File: src/rtl/lfsr_msg_decoder.sv
// LFSR message decryptor: recovers tap pattern and seed from the space preamble,
// then streams the 64-byte block out of DM, strips leading spaces and pads the tail.
module lfsr_msg_decoder #(
  parameter int CRYPT_BASE = 64,
  parameter int PLAIN_BASE = 0,
  parameter int MIN_PRE    = 10
) (
  input  logic       clk,
  input  logic       init,
  input  logic       req,
  output logic       ack,
  output logic [7:0] dm_raddr,
  input  logic [7:0] dm_rdata,
  output logic       dm_we,
  output logic [7:0] dm_waddr,
  output logic [7:0] dm_wdata,
  output logic [3:0] tap_idx,
  output logic [6:0] seed,
  output logic       fail,
  output logic [6:0] par_err_cnt
);

  typedef enum logic [2:0] {IDLE, SEED, SEARCH, DECODE, PAD, DONE} state_t;

  state_t     state, state_nx;
  logic [6:0] i, w, s;
  logic [3:0] p, k;
  logic       dvld;
  logic [6:0] pre_buf [MIN_PRE];

  logic [6:0] tap_sel, s_nx, exp_k;
  logic       hit, last_k, par_bad, keep;
  logic [7:0] dec_byte;

  function automatic logic [6:0] tap_of(input logic [3:0] x);
    case (x)
      4'd0:    tap_of = 7'h60;
      4'd1:    tap_of = 7'h48;
      4'd2:    tap_of = 7'h78;
      4'd3:    tap_of = 7'h72;
      4'd4:    tap_of = 7'h6A;
      4'd5:    tap_of = 7'h69;
      4'd6:    tap_of = 7'h5C;
      4'd7:    tap_of = 7'h7E;
      4'd8:    tap_of = 7'h7B;
      default: tap_of = 7'h00;
    endcase
  endfunction

  // One LFSR stepper shared by the search (candidate p) and decode (recovered tap)
  always_comb begin
    tap_sel = (state == SEARCH) ? tap_of(p) : tap_of(tap_idx);
    s_nx    = {s[5:0], ^(s & tap_sel)};
    exp_k   = '0;
    for (int j = 0; j < MIN_PRE; j++)
      if (k == 4'(j)) exp_k = pre_buf[j] ^ 7'h20;
    hit      = (s_nx == exp_k);
    last_k   = (k == 4'(MIN_PRE - 1));
    par_bad  = dm_rdata[7] != ^dm_rdata[6:0];
    dec_byte = par_bad ? 8'h80 : {1'b0, dm_rdata[6:0] ^ s};
    keep     = dvld && !(w == 7'd0 && dec_byte == 8'h20);
  end

  always_ff @(posedge clk) begin
    if (!init) state <= IDLE;
    else       state <= state_nx;
  end

  always_comb begin
    state_nx = state;
    ack      = 1'b0;
    dm_raddr = '0;
    case (state)
      IDLE:   if (!req) state_nx = SEED;
      SEED: begin
        dm_raddr = 8'(CRYPT_BASE) + {1'b0, i};
        if (i == 7'(MIN_PRE)) state_nx = SEARCH;
      end
      SEARCH: begin
        if (!hit && p == 4'd8)  state_nx = DONE;
        else if (hit && last_k) state_nx = DECODE;
      end
      DECODE: begin
        if (i < 7'd64) dm_raddr = 8'(CRYPT_BASE) + {1'b0, i};
        if (i == 7'd64) state_nx = PAD;
      end
      PAD:    if (w >= 7'd63) state_nx = DONE;
      DONE: begin
        ack = 1'b1;
        if (req) state_nx = IDLE;
      end
      default: state_nx = IDLE;
    endcase
  end

  always_ff @(posedge clk) begin
    if (!init) begin
      dm_we       <= 1'b0;
      dm_waddr    <= '0;
      dm_wdata    <= '0;
      tap_idx     <= 4'hF;
      seed        <= '0;
      fail        <= 1'b0;
      par_err_cnt <= '0;
      i           <= '0;
      w           <= '0;
      s           <= '0;
      p           <= '0;
      k           <= '0;
      dvld        <= 1'b0;
      for (int j = 0; j < MIN_PRE; j++) pre_buf[j] <= '0;
    end else begin
      dm_we <= 1'b0;
      dvld  <= 1'b0;
      case (state)
        IDLE: if (!req) begin
          i           <= '0;
          w           <= '0;
          tap_idx     <= 4'hF;
          fail        <= 1'b0;
          par_err_cnt <= '0;
        end
        SEED: begin
          // data for address i-1 lands while address i is presented
          for (int j = 0; j < MIN_PRE; j++)
            if (i == 7'(j + 1)) pre_buf[j] <= dm_rdata[6:0];
          if (i == 7'd1) seed <= dm_rdata[6:0] ^ 7'h20;
          if (i == 7'(MIN_PRE)) begin
            i <= '0;
            p <= '0;
            k <= 4'd1;
            s <= seed;
          end else begin
            i <= i + 7'd1;
          end
        end
        SEARCH: begin
          if (hit) begin
            if (last_k) begin
              tap_idx <= p;
              s       <= seed;
            end else begin
              s <= s_nx;
              k <= k + 4'd1;
            end
          end else begin
            if (p == 4'd8) fail <= 1'b1;
            p <= p + 4'd1;
            k <= 4'd1;
            s <= seed;
          end
        end
        DECODE: begin
          if (i < 7'd64) begin
            i    <= i + 7'd1;
            dvld <= 1'b1;
          end
          if (dvld) begin
            s <= s_nx;
            if (par_bad) par_err_cnt <= par_err_cnt + 7'd1;
            if (keep) begin
              dm_we    <= 1'b1;
              dm_waddr <= 8'(PLAIN_BASE) + {1'b0, w};
              dm_wdata <= dec_byte;
              w        <= w + 7'd1;
            end
          end
        end
        PAD: if (w < 7'd64) begin
          dm_we    <= 1'b1;
          dm_waddr <= 8'(PLAIN_BASE) + {1'b0, w};
          dm_wdata <= 8'h20;
          w        <= w + 7'd1;
        end
        default: ;
      endcase
    end
  end

endmodule

File: config.mk
export PLATFORM = sky130hd
export DESIGN_NAME = lfsr_msg_decoder
export DESIGN_NICKNAME = d
export VERILOG_FILES = /design/src/rtl/lfsr_msg_decoder.sv
export SDC_FILE = /design/constraint.sdc
export NUM_CORES = 1
export LEC_CHECK = 0
export BUFFER_PORTS_ARGS = -buffer_cell sky130_fd_sc_hd__buf_2
export CAP_MARGIN = 15
export CORE_MARGIN = 2
export CORE_UTILIZATION = 44
export CTS_BUF_LIST = sky130_fd_sc_hd__clkbuf_2
export CTS_CLUSTER_DIAMETER = 150
export DETAILED_ROUTE_END_ITERATION = 16
export PLACE_DENSITY = 0.64
export SETUP_SLACK_MARGIN = 0.5
export SLEW_MARGIN = 25
export SYNTH_ARGS = -nofsm -noshare
export SYNTH_HDL_FRONTEND = slang
export SYNTH_SLANG_ARGS = --single-unit
File: constraint.sdc
create_clock -name clk -period 4.82 [get_ports clk]
set_clock_uncertainty 0.2 [all_clocks]
set_input_delay 1.446 -clock clk [delete_from_list [all_inputs] [get_ports clk]]
set_output_delay 1.446 -clock clk [all_outputs]
set_load 0.01 [all_outputs]
# == After elaboration in Yosys (flattened, before gate mapping) ==
# Memory sizes are Yosys's and may differ from the RTL's. A register that Yosys moved wholly into a read port is not among the register bits.
# Cells that the tools add are included.
# classes
add_sub_neg,6
order_cmp,3
n_eq_ne,45
muxes,122
bitwise_logic,23
n_reduce_logical,30
# ops
op,n
7-bit two-way mux,33
8-bit two-way mux,8
7-bit one-hot mux with 3 select lines,3
1-bit two-way mux,49
4-bit two-way mux,12
8-bit one-hot mux with 2 select lines,3
7-bit by 3-bit equality test with 1-bit output (second input constant),4
2-bit inequality test (second input constant),13
4-bit one-hot mux with 2 select lines,3
7-bit by 1-bit adder with 7-bit output (second input constant),3
7-bit by 4-bit equality test with 1-bit output (second input constant),3
3-bit two-way mux,7
3-bit one-hot mux with 6 select lines,1
4-bit by 3-bit equality test with 1-bit output (second input constant),4
4-bit AND reduction,4
7-bit by 2-bit equality test with 1-bit output (second input constant),2
7-bit < comparator (second input constant),2
7-bit one-hot mux with 2 select lines,1
7-bit XOR reduction,2
4-bit equality test (second input constant),3
3-bit AND reduction,4
1-bit inverter,11
1-bit bitwise OR,10
3-bit nonzero test,3
other kinds (28),41
# totals
regBits,69
ram_bits,70
mem_bits_ro,224
inputBits,11
wordCells,246
memories,3
# mem_list
name,depth,word_bits,rd,rd_clocked_by_memory_dff,write_ports,line_no,text
(name not given),16,7,1,1,0,36,case (x)
(name not given),16,7,1,1,0,36,
pre_buf,10,7,10,0,10,29,logic [6:0] pre_buf [MIN_PRE];

# == Longest topological paths before layout ==
# depth
ltp_word,16
mapped_depth,21

# == Least setup slack after synthesis ==
# OpenSTA, ideal clock, no wires.
# synth_path
path_kind,register to register
start,reg k[0]
end,reg (tool-made name)
setup_ns,0.075
arrival_ns,3.625
setup_slack_ns,0.920
stages_incl_launch_ff,18
path_buffers,3
cell_sequence,dfxtp_1 > inv_1 > ha_1 > buf_4 > buf_6 > buf_4 > a2111oi_0 > o21ai_0 > a21oi_1 > xor2_4 > nand3_4 > or3_1 > o22ai_2 > and2_1 > ha_1 > inv_1 > or2_2 > o22ai_1
# synth_lines
element,line_no,text
start: declaration,27,"logic [3:0] p, k;"
start signal: assignment,144,k <= k + 4'd1;

==> run metrics <==
Synth Flop Type=dfxtp_1; Hold Crit Class=register to register; Worst-Margin Slew=1.01 ns; Ports=56; Crit Path Class=register to register; ys async rst share=0; post-synth net total=882; peak supply drop=around 0.16 mV; core area=roughly 18,000 µm²; Max Fclk=240 MHz; CP max FO=25; largest net degree at the start of global routing=41; Yosys top cell area share=0.256; commonest cells after routing, fill and taps aside=nor2_1 (79), dfxtp_1 (79), edfxtp_1 (70), and2_1 (67), nand2_1 (57); post-synthesis sequential area ratio=0.455; DRC Markers=0; antenna viol nets, final=0; met3 routed WL=about 1.5 mm; area grow syn2layout=10.8%; placed cells=1,099; Overall Power=between 0.002 and 0.0025 W; number of port buffers=54; grt ovf=0; final setup TNS=0 ns; WL/cell=19.7 µm; status=completed; Die Area=around 20,000 µm²; first-pass GRT wire length=34.8 mm; worst path required time=5.28 ns; final period utilization=0.865; 1st-iter DRT viols=around 660; YS warnings=0; fin cells=1,143; Mapped Cells=850; initial core utilization=0.453; # clock sinks=152; Finish-stage setup viols=0; Avg Synthesized Cell Area=9.67 µm²; Worst Hold Slack=between 0.3 and 0.4 ns; Placer Congestion=slightly above 0.9; Post-DP Area=8670 µm²; Max Used Layer=met4; Fin. Hold Viols=0; proportion of layout cells with a drive suffix above 1=0.176; CTS max path bufs=2; Finished Cell Area=9110 µm²; CTS Root Buffer Type=clkbuf_2; Post-CTS Hold Fix Bufs=0; minimum clock period=4.17 ns; crit start category=register; Synth area leader=edfxtp_1; pwr/cell area=269 nW/µm²; CTS tree=done; synthesized area=8220 µm²; clock latency on the worst-skew pair=0.74 ns; vias in the first global route=6,121; met2 wire len=10.2 mm; Final Max Tran Viols=0; via/cell ratio=5.77; Cell Rows=a little under 50; number of flops mapped to enable cells by yosys=70; Synth area leaders=edfxtp_1 (26%), dfxtp_1 (20%), and2_1 (5.1%); clock slew at reported path FFs=0.22 ns; Crit. End Element=register; # H-tree levels=4; Vias=~6,600; DRT Wirelength=22.5 mm; RSZ-0062 raised after global routing=no; initial antenna violation count=1; chip width=141 µm; Final Net Count=932; leakage=3.69 nW; CTS Buf Count=17; Overall Global Routing Usage=0.229; Critical Path AT=4.63 ns; max-cap violation count=0; Initial DRT Pass Iterations=7; metal1 wirelength=~10 mm; count of different cell masters after synthesis=84; die height=141 µm; slew margin rel.=0.317; flops & latches, synth=152; DP HPWL=roughly 16 mm
==> metrics by stage <==
stage | util | worst slack, ns
2_1_floorplan | - | 0.920
3_3_place_gp | 0.478 | 0.322
3_5_place_dp | 0.478 | 0.233
4_1_cts | 0.493 | 0.519
5_1_grt | 0.502 | 0.532
6_report | 0.502 | 0.650
==> cell families (layout without fill, tap and decap cells) <==
group,Yosys count,after routing,synth area share
and+or+nand+nor,346,346,0.226
AOI/OAI and AO/OA,173,173,0.149
DFF,152,152,0.455
buffers and inverters,89,152,0.0505
xor gates and xnor gates,37,37,0.0435
muxes,31,31,0.0429
adders and majority gates,21,21,0.0320
other,1,2,0.000456
==> cells in the mapped netlist, types with 14 or more instances <==
library cell and count:
and2_1 67, nand2_1 57, xnor2_1 15, o21ai_0 29
nor2_1 79, a21oi_1 41, dfxtp_1 82, nand2b_1 14
edfxtp_1 70, nand3_1 28, and3_1 23, inv_1 33
mux2i_1 21, xor2_1 20, ha_1 21, clkbuf_1 26
==> power by group <==
part / total, W / internal, W / switching [W] / leakage, nW
clock network: 0.000783 / 0.000297 / 0.000486 / 0.159
logic: 0.000260 / 0.0000824 / 0.000178 / 2.15
registers: 0.00141 / 0.00138 / 0.0000279 / 1.39
==> critical path, cell delays in order (launching register included) <==
cell     delay (ns)
dfxtp_4        0.42
inv_1          0.06
ha_2           0.22
buf_12         0.16
a211o_1        0.27
a32oi_1        0.20
o32ai_2        0.16
nor4b_1        0.31
a311o_1        0.19
and3_2         0.29
nand3_4        0.14
or3_1          0.40
o22ai_4        0.21
and2_1         0.19
ha_1           0.15
inv_1          0.05
or2_2          0.32
o22ai_1        0.17
==> state kept, by name, summed over array words and instances, names as in the netlist, named ones only <==
signal / count
pre_buf: 70
fail: 1
p: 4
state: 3
dvld: 1
k: 4
par_err_cnt: 7
w: 7
tap_idx: 4
i: 7
dm_we: 1
s: 7
seed: 7
dm_wdata: 8
dm_waddr: 7
==> path summary, 6_finish.rpt <==
kind | slack [ns] | cells after the start | start | end
worst max-delay path | 0.65 | 17 | k[0] | register
worst min-delay path | 0.30 | 2 | dm_waddr[0] | dm_waddr[0]
worst max register to register | 0.65 | 17 | k[0] | register
worst min register to register | 0.30 | 2 | dm_waddr[0] | dm_waddr[0]
==> per-layer routing <==
| metal | vias up | GRT usage |
|---|---|---|
| met4 | 0 | 0.0753 |
| met2 | 234 | 0.355 |
| met3 | 45 | 0.0435 |
| met5 | - | 0 |
| met1 | 3189 | 0.325 |
| li1 | 3128 | - |
==> cell type report <==
class,count,area (µm²)
Fill cell,1706,9040
Multi-Input combinational cell,609,4140
Sequential cell,152,3750
Timing Repair Buffer,87,546
Tap cell,229,287
Clock inverter,14,170
Inverter,33,124
Clock buffer,18,90.1
Antenna cell,1,2.50
==> timing repair <==
| action | in CTS | in global routing |
|---|---|---|
| gates resized for setup | 9 | 20 |
| pin swaps | 0 | 6 |
| buffers inserted | 0 | 11 |
| setup endpoints to repair | 12 | 12 |
(Power assumes the default switching activity.)
